<file path="src/rtl/nthroot_pkg.sv">
// Shared definitions for the Nth-root datapath (CORDIC, log2_div_n, exp2 stage).
//   FRAC_W / Z_W : fixed-point format of the CORDIC angle output
//   EXP_W        : signed unbiased FP exponent width
//   N_W          : root-degree width
//   state_e      : control states of log2_div_n
//   ONE_Q        : 1.0 in the shared Q format
package nthroot_pkg;

    localparam int unsigned FRAC_W = 27;
    localparam int unsigned Z_W    = 30;
    localparam int unsigned EXP_W  = 8;
    localparam int unsigned N_W    = 5;

    localparam logic signed [63:0] ONE_Q = 64'sd1 <<< FRAC_W;

    typedef enum logic [1:0] {
        IDLE,
        PREP,
        DIV,
        DONE
    } state_e;

endpackage

</file>
<file path="src/rtl/seq_udiv.sv">
// Unsigned sequential restoring divider, one quotient bit per cycle, MSB first.
//   clk, rst    : clock, asynchronous active-high reset
//   start_i     : load dividend, clear remainder/quotient, begin DVD_W steps
//   dividend_i  : unsigned dividend, sampled on start_i
//   divisor_i   : unsigned divisor, must be held stable while busy
//   done_o      : high during the final step cycle
//   quot_o      : quotient including this cycle's bit (complete when done_o)
module seq_udiv #(
    parameter int unsigned DVD_W = 36,
    parameter int unsigned DVS_W = 5
) (
    input  logic             clk,
    input  logic             rst,
    input  logic             start_i,
    input  logic [DVD_W-1:0] dividend_i,
    input  logic [DVS_W-1:0] divisor_i,
    output logic             done_o,
    output logic [DVD_W-1:0] quot_o
);

    localparam int unsigned CNT_W = $clog2(DVD_W);

    logic [DVD_W-1:0] dvd_q, dvd_d;
    logic [DVD_W-1:0] quot_q, quot_d;
    logic [DVS_W:0]   rem_q, rem_d;
    logic [CNT_W-1:0] cnt_q, cnt_d;
    logic             busy_q, busy_d;

    logic [DVS_W:0]   rem_sh;
    logic             q_bit;
    logic [DVD_W-1:0] quot_step;
    logic [DVS_W:0]   rem_step;

    // Remainder stays below the divisor, so the shifted value fits in DVS_W+1 bits.
    always_comb begin
        rem_sh    = (rem_q << 1) | {{DVS_W{1'b0}}, dvd_q[DVD_W-1]};
        q_bit     = (rem_sh >= {1'b0, divisor_i});
        rem_step  = q_bit ? (rem_sh - {1'b0, divisor_i}) : rem_sh;
        quot_step = (quot_q << 1) | {{(DVD_W-1){1'b0}}, q_bit};
    end

    always_comb begin
        dvd_d  = dvd_q;
        quot_d = quot_q;
        rem_d  = rem_q;
        cnt_d  = cnt_q;
        busy_d = busy_q;
        if (start_i) begin
            dvd_d  = dividend_i;
            quot_d = '0;
            rem_d  = '0;
            cnt_d  = CNT_W'(DVD_W - 1);
            busy_d = 1'b1;
        end else if (busy_q) begin
            dvd_d  = dvd_q << 1;
            quot_d = quot_step;
            rem_d  = rem_step;
            cnt_d  = cnt_q - 1'b1;
            if (cnt_q == '0) begin
                busy_d = 1'b0;
            end
        end
    end

    assign done_o = busy_q && (cnt_q == '0);
    assign quot_o = quot_step;

    always_ff @(posedge clk or posedge rst) begin
        if (rst) begin
            dvd_q  <= '0;
            quot_q <= '0;
            rem_q  <= '0;
            cnt_q  <= '0;
            busy_q <= 1'b0;
        end else begin
            dvd_q  <= dvd_d;
            quot_q <= quot_d;
            rem_q  <= rem_d;
            cnt_q  <= cnt_d;
            busy_q <= busy_d;
        end
    end

endmodule

</file>
<file path="src/rtl/log2_div_n.sv">
// Forms L = e + 2*z (base-2 log of the Nth-root operand) and divides it by N.
//   clk, rst            : clock, asynchronous active-high reset
//   in_valid / in_ready : input handshake, one operation in flight
//   z_in                : signed Q2.27 CORDIC angle, atanh(y/x)/ln2
//   exp_in              : signed unbiased exponent
//   n_in                : unsigned root degree (0 flags err)
//   out_valid/out_ready : output handshake, result held until taken
//   q_out               : signed Q8.27 L/N, truncated toward zero
//   err                 : root degree was zero
module log2_div_n #(
    parameter int unsigned Z_W    = nthroot_pkg::Z_W,
    parameter int unsigned FRAC_W = nthroot_pkg::FRAC_W,
    parameter int unsigned EXP_W  = nthroot_pkg::EXP_W,
    parameter int unsigned N_W    = nthroot_pkg::N_W,
    localparam int unsigned L_W   = EXP_W + FRAC_W + 1
) (
    input  logic             clk,
    input  logic             rst,
    input  logic             in_valid,
    output logic             in_ready,
    input  logic [Z_W-1:0]   z_in,
    input  logic [EXP_W-1:0] exp_in,
    input  logic [N_W-1:0]   n_in,
    output logic             out_valid,
    input  logic             out_ready,
    output logic [L_W-1:0]   q_out,
    output logic             err
);

    import nthroot_pkg::*;

    state_e           state_q, state_d;
    logic [Z_W-1:0]   z_q, z_d;
    logic [EXP_W-1:0] exp_q, exp_d;
    logic [N_W-1:0]   n_q, n_d;
    logic             sign_q, sign_d;
    logic [L_W-1:0]   q_out_q, q_out_d;
    logic             err_q, err_d;

    logic [L_W-1:0]   l_val;
    logic [L_W-1:0]   l_mag;
    logic [L_W-1:0]   quot;
    logic             div_start;
    logic             div_done;

    // Over the legal exponent range L stays within +/-135 in Q8.27, so no overflow.
    always_comb begin
        l_val = ({{(L_W-EXP_W){exp_q[EXP_W-1]}}, exp_q} << FRAC_W)
              + ({{(L_W-Z_W){z_q[Z_W-1]}}, z_q} << 1);
        l_mag = l_val[L_W-1] ? (~l_val + 1'b1) : l_val;
    end

    // Divider loads on the PREP edge, so DIV lasts exactly L_W cycles.
    assign div_start = (state_q == PREP) && (n_q != '0);

    seq_udiv #(
        .DVD_W (L_W),
        .DVS_W (N_W)
    ) u_div (
        .clk        (clk),
        .rst        (rst),
        .start_i    (div_start),
        .dividend_i (l_mag),
        .divisor_i  (n_q),
        .done_o     (div_done),
        .quot_o     (quot)
    );

    always_comb begin
        state_d = state_q;
        z_d     = z_q;
        exp_d   = exp_q;
        n_d     = n_q;
        sign_d  = sign_q;
        q_out_d = q_out_q;
        err_d   = err_q;
        case (state_q)
            IDLE: begin
                if (in_valid) begin
                    z_d     = z_in;
                    exp_d   = exp_in;
                    n_d     = n_in;
                    state_d = PREP;
                end
            end
            PREP: begin
                sign_d = l_val[L_W-1];
                if (n_q == '0) begin
                    q_out_d = '0;
                    err_d   = 1'b1;
                    state_d = DONE;
                end else begin
                    err_d   = 1'b0;
                    state_d = DIV;
                end
            end
            DIV: begin
                if (div_done) begin
                    q_out_d = sign_q ? (~quot + 1'b1) : quot;
                    state_d = DONE;
                end
            end
            DONE: begin
                if (out_ready) begin
                    state_d = IDLE;
                end
            end
            default: state_d = IDLE;
        endcase
    end

    assign in_ready  = (state_q == IDLE);
    assign out_valid = (state_q == DONE);
    assign q_out     = q_out_q;
    assign err       = err_q;

    always_ff @(posedge clk or posedge rst) begin
        if (rst) begin
            state_q <= IDLE;
            z_q     <= '0;
            exp_q   <= '0;
            n_q     <= '0;
            sign_q  <= 1'b0;
            q_out_q <= '0;
            err_q   <= 1'b0;
        end else begin
            state_q <= state_d;
            z_q     <= z_d;
            exp_q   <= exp_d;
            n_q     <= n_d;
            sign_q  <= sign_d;
            q_out_q <= q_out_d;
            err_q   <= err_d;
        end
    end

endmodule

</file>
<file path="config.mk">
export PLATFORM = sky130hd
export DESIGN_NAME = log2_div_n
export DESIGN_NICKNAME = d
export VERILOG_FILES = /design/src/rtl/nthroot_pkg.sv /design/src/rtl/seq_udiv.sv /design/src/rtl/log2_div_n.sv
export SDC_FILE = /design/constraint.sdc
export NUM_CORES = 1
export LEC_CHECK = 0
export CELL_PAD_IN_SITES_DETAIL_PLACEMENT = 2
export CELL_PAD_IN_SITES_GLOBAL_PLACEMENT = 2
export CORE_ASPECT_RATIO = 0.9
export CORE_MARGIN = 2
export CORE_UTILIZATION = 40
export CTS_CLUSTER_DIAMETER = 60
export CTS_CLUSTER_SIZE = 28
export DETAILED_ROUTE_END_ITERATION = 10
export GPL_TIMING_DRIVEN = 1
export HOLD_SLACK_MARGIN = 0.15
export PLACE_DENSITY = 0.92
export SKIP_CTS_REPAIR_TIMING = 1
export SLEW_MARGIN = 20
export SYNTH_ARGS = -nofsm -noshare
export SYNTH_HDL_FRONTEND = slang
export SYNTH_SLANG_ARGS = --single-unit
</file>
<file path="constraint.sdc">
create_clock -name clk -period 7.2 [get_ports clk]
set_input_delay 0.72 -clock clk [delete_from_list [all_inputs] [get_ports clk]]
set_output_delay 0.72 -clock clk [all_outputs]
set_load 0.02 [all_outputs]
</file>
==> results.py <==
metrics = {
    "synthesis": {
        "synthCells": 852,
        "netlist_area_mm2": 0.00874,
        "ys.flop_type": "dfrtp_1",
        "syn_area_per_cell_um2": 10.3,
        "synth_edf_count": 0,
        "syn-num-nets": 922,
        "ys_seq_area_frac": 0.473,
        "synthDistinctLibCells": 57,
        "synthArstFlopShare": 1.00,
        "synth.yosys.warnings": 0,
        "synth_seq_cells": 165,
    },
    "grt": {
        "grt_max_degree": 113,
        "grt_pass1_wl_um": 46100,
        "grt_pass1_vias": 8040,
        "grt_overflow": 0,
        "grt_use_total": 0.258,
        "antenna_found_initial": 0,
    },
    "timing": {
        "setup_viol": 0,
        "hold_violations": 0,
        "min_period_ps": 4490,
        "slew_viol_final": 0,
        "finClkSkew_ps": 12.4,
        "setup_slack_ps": 2710,
        "rsz0062_at_grt": "false",
        "worst_pin_slew_ps": 1090,
        "slew_headroom": 0.273,
        "fin_crit_sh": 0.623,
        "final.setup.tns_ps": 0,
        "fmax_mhz": 223,
    },
    "floorplanning": {
        "rows": 51,
        "die_width_um": 160,
        "core_area_mm2": 0.0215,
        "top_level_ports": 86,
        "die_h_um": 144,
        "dieArea_mm2": 0.0230,
        "start_util": 0.406,
    },
    "worst_hold_path": {
        "hold_class": "reg2reg",
        "hp-start": "q_out[17]$_DFFE_PP0P_",
        "hold_depth": 2,
    },
    "final_layout": {
        "syn_to_final_growth_pct": 19.0,
        "final_area_mm2": 0.0104,
        "drive_above_1_share": 0.112,
        "nNetsFinal": 985,
        "n_antenna_cell": 0,
    },
    "critical_path": {
        "critPathRequiredTime_ps": 7530,
        "crit_arrival_ps": 4810,
        "reg2reg_depth": 13,
        "critPathLaunch": "n_q[1]$_DFFE_PP0P_",
        "max_stage_delay_ps": 550,
        "worstReg2RegStart": "n_q[1]$_DFFE_PP0P_",
        "critPathMaxFanout": 14,
        "path_cells": "inv_1 > ha_1 > and3_1 > a311oi_1 > nand2_1 > inv_1 > ha_1 > nor3b_1 > nand3_1 > or3_4 > o41ai_2 > xor2_1 > o21ai_1",
        "cp_slowest_cell": "or3_4",
        "worstSetupPathType": "reg2reg",
        "worst_setup_path_start_kind": "register",
        "end_kind": "register",
    },
    "clocking": {
        "ctsRootBufferMaster": "clkbuf_16",
        "clock_latency_ps": 450,
        "tritoncts": "yes",
        "clock_sinks": 165,
        "cts_max_level": 4,
        "cts_made_buffers": 17,
        "cts_buffer_depth": 2,
        "path_clk_slew_ps": 70,
    },
    "status": {
        "status": "complete, no violations",
    },
    "drt": {
        "num_vias": 7074,
        "firstDrtPassIters": 5,
        "post-route-drc-count": 0,
        "viasPerCell": 5.80,
        "drt_iter0_markers": 497,
        "antenna_left": 0,
        "post_drt_wl_per_cell_um": 23.4,
        "drt-total-wl_um": 28600,
    },
    "placed_design": {
        "port_buffers": 85,
        "postPlaceCellArea_mm2": 0.00982,
        "place.gp.congestion": 0.816,
        "hpwl_um": 17700,
        "place_worst_setup_slack_ps": 2900,
    },
    "job": {
        "drv_cap": 0,
    },
    "power_and_ir_drop": {
        "peakVddDrop_uv": 247,
        "cellLeakagePower_uw": 0.00467,
        "power_density_mw_per_mm2": 579,
    },
}
-- cell type report --
cell class	instances	area [um^2]
Sequential cell	165	4130
Timing Repair Buffer	91	896
Inverter	23	93.8
Tap cell	291	364
Clock inverter	15	145
Clock buffer	17	425
Multi-Input combinational cell	617	4340
Fill cell	2203	11100
-- registers in the layout, indices dropped and copies added, names as in the netlist --
signal,cells
u_div.rem_q,5
q_out,36
exp_q,8
state_q,2
u_div.busy_q,1
u_div.quot_q,35
u_div.dvd_q,35
z_q,30
sign_q,1
n_q,5
err,1
u_div.cnt_q,6
-- kinds of logic (layout without fill, tap and decap cells) --
kind of cell,Yosys count,in the layout,share of synthesized area
buf+inv,70,146,0.0327
flops,165,165,0.473
simple gates,231,231,0.132
fa+ha+maj,23,23,0.0347
compound gates,208,208,0.155
xor+xnor,74,74,0.0742
mux,81,81,0.0993
-- placed cells by master, fill, tap and decap left out, types with 22 or more instances in the layout --
cell type,n
dfrtp_1,164
clkdlybuf4s50_1,85
nor2_1,65
nand2_1,63
xor2_1,55
o21ai_0,52
mux2_2,45
a21oi_1,45
nor2b_1,38
a211oi_1,37
mux2i_1,36
o31ai_1,33
inv_1,22
-- report_power, final --
group	switching, uW	leakage [uW]	total (uW)	internal, uW
clock	439	0.000277	924	485
sequential	415	0.00208	1700	1290
combinational	2070	0.00232	3390	1320
total	2920	0.00467	6020	3090
-- routing by layer --
metal  up-vias  global-route usage  wire, um
met5         -                   0         0
met4         0               0.101       793
met3        52              0.0493       806
met2       147               0.453     14600
met1      3709               0.316     12300
li1       3166                   -         -
-- per-stage QoR --
stage	cells	util	power, uW	hold slack (ps)
6_report	1219	0.483	6020	479
5_1_grt	1219	0.483	6430	523
3_3_place_gp	1187	0.457	4600	463
4_1_cts	1219	0.483	6030	489
2_1_floorplan	852	-	3970	469
3_5_place_dp	1187	0.457	4890	473
-- synthesized netlist by cell type, types with 4 or more instances --
| cell type | number | area, um^2 |
|---|---|---|
| nand3_1 | 7 | 35.0 |
| or4_1 | 5 | 37.5 |
| a31oi_1 | 4 | 25.0 |
| a21oi_1 | 45 | 225 |
| or3_1 | 4 | 25.0 |
| o21a_1 | 4 | 30.0 |
| nor2_1 | 66 | 248 |
| clkbuf_1 | 35 | 131 |
| xor2_1 | 55 | 482 |
| o41ai_1 | 12 | 105 |
| o31ai_1 | 33 | 248 |
| xnor2_1 | 19 | 166 |
| a211oi_1 | 37 | 278 |
| o21ai_0 | 53 | 265 |
| mux2i_1 | 36 | 360 |
| o221ai_1 | 4 | 35.0 |
| inv_1 | 23 | 86.3 |
| nor3_1 | 8 | 40.0 |
| or2_2 | 7 | 43.8 |
| nor4_1 | 4 | 25.0 |
| ha_1 | 21 | 263 |
| nand4_1 | 9 | 56.3 |
| nand2_1 | 64 | 240 |
| dfrtp_1 | 165 | 4130 |
| mux2_2 | 45 | 507 |
| nor2b_1 | 38 | 238 |
| buf_1 | 7 | 26.3 |
-- worst max-delay path, delay by kind of cell, from the launching register on --
kind            cells  cell delay, ps
xor+xnor            1             190
compound gates      3             840
fa+ha+maj           2             650
flops               1             420
buf+inv             2             540
simple gates        5            1730
-- path summary, 6_finish.rpt --
| path | end | slack, ps |
|---|---|---|
| max | q_out[30]$_DFFE_PP0P_ | 2710 |
| min | q_out[17]$_DFFE_PP0P_ | 480 |
| max reg2reg | q_out[30]$_DFFE_PP0P_ | 2710 |
| min reg2reg | q_out[17]$_DFFE_PP0P_ | 480 |
| max in group asynchronous | z_q[29]$_DFFE_PP0P_ | 5150 |
| min in group asynchronous | u_div.cnt_q[3]$_DFFE_PP0P_ | 830 |
(Power assumes the default switching activity.)
